### config.mk
export PLATFORM = sky130hd
export DESIGN_NAME = weight_stream_loader
export DESIGN_NICKNAME = d
export VERILOG_FILES = /design/src/rtl/weight_stream_loader.sv
export SDC_FILE = /design/constraint.sdc
export NUM_CORES = 1
export LEC_CHECK = 0
export ABC_AREA = 1
export CAP_MARGIN = 0
export CELL_PAD_IN_SITES_DETAIL_PLACEMENT = 0
export CELL_PAD_IN_SITES_GLOBAL_PLACEMENT = 1
export CORE_UTILIZATION = 44
export DETAILED_ROUTE_END_ITERATION = 12
export PLACE_DENSITY = 0.93
export SETUP_SLACK_MARGIN = 0.1
export SLEW_MARGIN = 20
export SYNTH_ARGS = -nofsm -noshare
export SYNTH_HDL_FRONTEND = slang
export SYNTH_SLANG_ARGS = --single-unit
### constraint.sdc
create_clock -name clk -period 3.6 [get_ports clk]
set_input_delay 0.72 -clock clk [delete_from_list [all_inputs] [get_ports clk]]
set_output_delay 0.72 -clock clk [all_outputs]
set_load 0.005 [all_outputs]
### src/rtl/weight_stream_loader.sv
// weight_stream_loader: converts a byte-wide valid/ready weight stream into
// the serial copy/k shift interface of the encoder weight register. Each
// word is shifted out LSB first. Exactly WEIGHTS_B shift cycles are issued
// per load, followed by a one-cycle done pulse.
//
//   state | meaning
//   ------+----------------------------------------------------------
//   IDLE  | no load in progress, waiting for start
//   FILL  | shift buffer empty, waiting for the next stream word
//   SHIFT | copy=1, shifting buffer bits out, refilled on the last bit
//   DONE  | final bit shifted, done pulse for one cycle
module weight_stream_loader #(
  parameter int WEIGHTS_B = 10496,
  parameter int IN_W      = 8
) (
  input  logic            clk,
  input  logic            rstn,
  input  logic            start,
  input  logic            abort,
  input  logic [IN_W-1:0] s_data,
  input  logic            s_valid,
  output logic            s_ready,
  output logic            copy,
  output logic            k,
  output logic            busy,
  output logic            done
);

  localparam int WORDS = WEIGHTS_B / IN_W;
  localparam int BC_W  = $clog2(IN_W + 1);
  localparam int WC_W  = $clog2(WORDS + 1);

  typedef enum logic [1:0] {
    IDLE  = 2'd0,
    FILL  = 2'd1,
    SHIFT = 2'd2,
    DONE  = 2'd3
  } state_e;

  state_e          state_q;
  logic [IN_W-1:0] shbuf_q;
  logic [BC_W-1:0] bit_cnt_q;
  logic [WC_W-1:0] word_cnt_q;

  logic last_bit;
  logic last_word;
  logic accept;

  assign last_bit  = (bit_cnt_q == BC_W'(1));
  assign last_word = (word_cnt_q == WC_W'(WORDS));

  // Ready depends only on flops: in FILL, or on the final bit of a word
  // that is not the last of the load (gives back-to-back words, no bubble).
  assign s_ready = (state_q == FILL) ||
                   ((state_q == SHIFT) && last_bit && !last_word);
  assign accept  = s_valid && s_ready;

  // All outputs are decoded straight from flops; no input reaches copy or k.
  assign copy = (state_q == SHIFT);
  assign k    = shbuf_q[0];
  assign busy = (state_q != IDLE);
  assign done = (state_q == DONE);

  // Load sequencer: state, shift buffer and word/bit counters.
  always_ff @(posedge clk or negedge rstn) begin
    if (!rstn) begin
      state_q    <= IDLE;
      shbuf_q    <= '0;
      bit_cnt_q  <= '0;
      word_cnt_q <= '0;
    end else if (abort) begin
      // Abort also wins over start in IDLE; the encoder keeps what it has.
      state_q <= IDLE;
    end else begin
      case (state_q)
        IDLE: begin
          if (start) begin
            state_q    <= FILL;
            word_cnt_q <= '0;
          end
        end
        FILL: begin
          if (accept) begin
            shbuf_q    <= s_data;
            bit_cnt_q  <= BC_W'(IN_W);
            word_cnt_q <= word_cnt_q + WC_W'(1);
            state_q    <= SHIFT;
          end
        end
        SHIFT: begin
          shbuf_q   <= shbuf_q >> 1;
          bit_cnt_q <= bit_cnt_q - BC_W'(1);
          if (last_bit) begin
            if (last_word) begin
              state_q <= DONE;
            end else if (accept) begin
              shbuf_q    <= s_data;
              bit_cnt_q  <= BC_W'(IN_W);
              word_cnt_q <= word_cnt_q + WC_W'(1);
            end else begin
              state_q <= FILL;
            end
          end
        end
        DONE: begin
          state_q <= IDLE;
        end
        default: begin
          state_q <= IDLE;
        end
      endcase
    end
  end

endmodule

==> impl_metrics.env <==
export IMPL_reg2reg_slack_ps=1530
export IMPL_worst_ep_arrival_time_ps=2020
export IMPL_grt_util_all_layers_pct=18.15
export IMPL_ctsResizeCount=0
export IMPL_p_per_area_nw_per_um2=651.1
export IMPL_final_hold_viol_count=0
export IMPL_swShare_pct=45.26
export IMPL_nets=270
export IMPL_vdd_ir_drop_worst_v=0.0003145
export IMPL_synth_top_cell_area_share_pct=38.11
export IMPL_ys_warn_count=0
export IMPL_final_util_pct=55.54
export IMPL_worstHoldPathType="reg -> reg"
export IMPL_slew_headroom_pct=69.59
export IMPL_drv_cap=0
export IMPL_io_pins=18
export IMPL_syn_to_final_growth_pct=16.46
export IMPL_ys_types=26
export IMPL_synth_top_area_cell="dfrtp_1"
export IMPL_fin_worst_skew_ps=2.819
export IMPL_power_switching_w=0.0005634
export IMPL_cts_buffers=3
export IMPL_max_clock_path_buffers=2
export IMPL_p_seq_share_pct=33.8
export IMPL_clk_latency_ps=280
export IMPL_combPwrFrac_pct=52.1
export IMPL_dieArea_um2=3979
export IMPL_antenna_found_initial=0
export IMPL_regToRegStartpoint="state_q[0]"
export IMPL_worstSetupPathType="reg -> out"
export IMPL_synthesis_instances=228
export IMPL_cpPeakStageDelay_ps=490
export IMPL_syn_avg_cell_area_um2=7.200
export IMPL_cp_depth=7
export IMPL_clockPowerShare_pct=14.1
export IMPL_slew_violations=0
export IMPL_drt_total_wl_um=3321
export IMPL_synth_area_top_cells="dfrtp_1, nand2_1, nand3_1, inv_1, ha_1"
export IMPL_first_pass_iters=4
export IMPL_hp_start="word_cnt_q[9]"
export IMPL_drtAntennaViolNets=0
export IMPL_dp_slack_ps=1066
export IMPL_slowest_stage="clkdlybuf4s50_1"
export IMPL_syn_area_um2=1642
export IMPL_period_needed_ps=2735
export IMPL_grt_pass1_wl_um=5768
export IMPL_timing_fmax_mhz=365.6
export IMPL_setup_ws_ps=864.7
export IMPL_whs_path_depth=2
export IMPL_hold_ws_ps=487.1
export IMPL_grt_max_degree=26
export IMPL_viasPerCell=4.840
export IMPL_rsz0062_at_grt="no"
export IMPL_synth_seq_cells=25
export IMPL_clkTransAtPathRegs_ps=90
export IMPL_crit_fanout=6
export IMPL_p_leak_nw=0.9170
export IMPL_clock_sinks=25
export IMPL_tns_ps=0
export IMPL_start_kind="flop"
export IMPL_crit_path_end_kind="output pin"
export IMPL_fillers=360
export IMPL_cts_tree="yes"
export IMPL_drive_above_1_share_pct=9.274
export IMPL_place_gp_congestion=0.8235
export IMPL_dp_hpwl_um=2507
export IMPL_portBuffers=17
export IMPL_internal_power_w=0.0006814
export IMPL_fin_crit_sh_pct=75.98
export IMPL_die_h_um=63.08
export IMPL_cts_setup_buffers=0
export IMPL_die_w_um=63.08
export IMPL_critical_path_top_delay_family="buffers and inverters"
export IMPL_drtIter0Drc=70
export IMPL_row_count=21
export IMPL_routedWlPerCell_um=11.30
export IMPL_grt_pass1_vias=1267
export IMPL_drc_errors=0
export IMPL_syn_nets=249
export IMPL_min_to="word_cnt_q[9]"
export IMPL_grt_ovfl_total=0
export IMPL_worst_slew_pin_slew_ps=455.1
export IMPL_antenna_cells=0
export IMPL_initial_core_util_pct=47.69
export IMPL_cts_htree_levels=1
export IMPL_setup_viol_count_final=0
export IMPL_regToRegEndpoint="word_cnt_q[1]"
export IMPL_root_buffer="clkbuf_8"
export IMPL_crit_buf_inv=3
export IMPL_core_area_um2=3442
export IMPL_crit_required_ps=2880
export IMPL_synth_seq_area_share_pct=38.11
export IMPL_holdBufCountCts=0
export IMPL_status="complete, no violations"
export IMPL_rr_worst_depth=11
export IMPL_crit_chain="inv_1, ha_1, inv_2, nor2_2, nand2_1, nand2_2, clkdlybuf4s50_1"
export IMPL_vias=1423
==> sequential cells by signal (all words and copies together), names as in the netlist <==
| name | count |
|---|---|
| bit_cnt_q | 4 |
| shbuf_q | 8 |
| state_q | 2 |
| word_cnt_q | 11 |
==> worst min-delay path, cell delays in order, from the launching register on <==
cell     delay [ps]
dfrtp_1         360
nand2_1          50
nand2_1          50
==> area by class of cell <==
cell class              instances  area [µm²]  share of cell area (%)
clock buffers                   3       41.29                   2.160
clock inverters                 1       7.507                  0.3927
inverters                      39       146.4                   7.657
multi-input cells             161       848.3                   44.37
flip-flops and latches         25       625.6                   32.72
well taps                      46       57.56                   3.010
repair buffers                 19       185.2                   9.686
==> through the flow <==
step	cell area [µm²]	total power [W]	instances
floorplan	1642	0.0008930	228
global placement	1863	0.001069	290
detailed placement	1863	0.001079	290
CTS	1912	0.001255	294
global route	1912	0.001363	294
finish	1912	0.001245	294
==> cell usage after synthesis <==
cell type	number
o21ai_2	1
a21oi_1	3
nor2_1	20
o211ai_1	1
ha_1	8
inv_2	6
nand2_1	58
or2_2	2
nor3_1	7
o31ai_1	1
nor2_2	1
buf_2	2
nand4_1	3
o21ai_1	8
nor3_2	1
buf_6	1
xor2_1	8
nor3b_1	2
nand2_2	4
nand2_4	1
o21ai_0	5
nand3_1	25
inv_1	33
nor4_1	1
a21oi_4	1
dfrtp_1	25
==> cell families after synthesis <==
| logic type | count (synthesis) | synth area share (%) |
|---|---|---|
| and+or+nand+nor | 125 | 33.99 |
| buffers and inverters | 42 | 10.21 |
| DFF | 25 | 38.11 |
| AOI/OAI and AO/OA | 20 | 7.317 |
| xor gates and xnor gates | 8 | 4.268 |
| adders and majority gates | 8 | 6.098 |
==> worst max path at each step <==
stage                    start             to
floorplan           state_q[0]        s_ready
global placement         abort  word_cnt_q[5]
detailed placement       abort  word_cnt_q[1]
CTS                 state_q[0]        s_ready
global route        state_q[0]        s_ready
finish              state_q[0]        s_ready
==> power by group through the flow <==
stage / Sequential [W] / Clock [W] / Combinational (W)
after global routing: 0.000429 / 0.000188 / 0.000746
after detailed placement: 0.000427 / 0 / 0.000652
after floorplan: 0.000412 / 0 / 0.000481
after global placement: 0.000423 / 0 / 0.000646
final: 0.000421 / 0.000175 / 0.000648
after CTS: 0.000421 / 0.000179 / 0.000655
==> layout by cell type (no fill, tap or decap), types with 4 or more instances in the layout <==
master and count:
nand2_1 58, inv_1 33, nand3_1 25, dfrtp_1 25
nor2_1 20, clkdlybuf4s50_1 17, xor2_1 8, o21ai_1 8
ha_1 8, nor3_1 7, inv_2 6, o21ai_0 5
nand2_2 4
==> per-layer routing <==
layer  share of wire, %  vias up  routed length [µm]  GRT usage [%]
li1                   -      757                   -              -
met3                3.1        4                 102          2.174
met5                  0        -                   0              0
met4                1.1        0                  38          6.105
met2                 42       26                1401          26.48
met1                 54      636                1778          27.41
No activity file was read; power rests on OpenSTA's default activity.
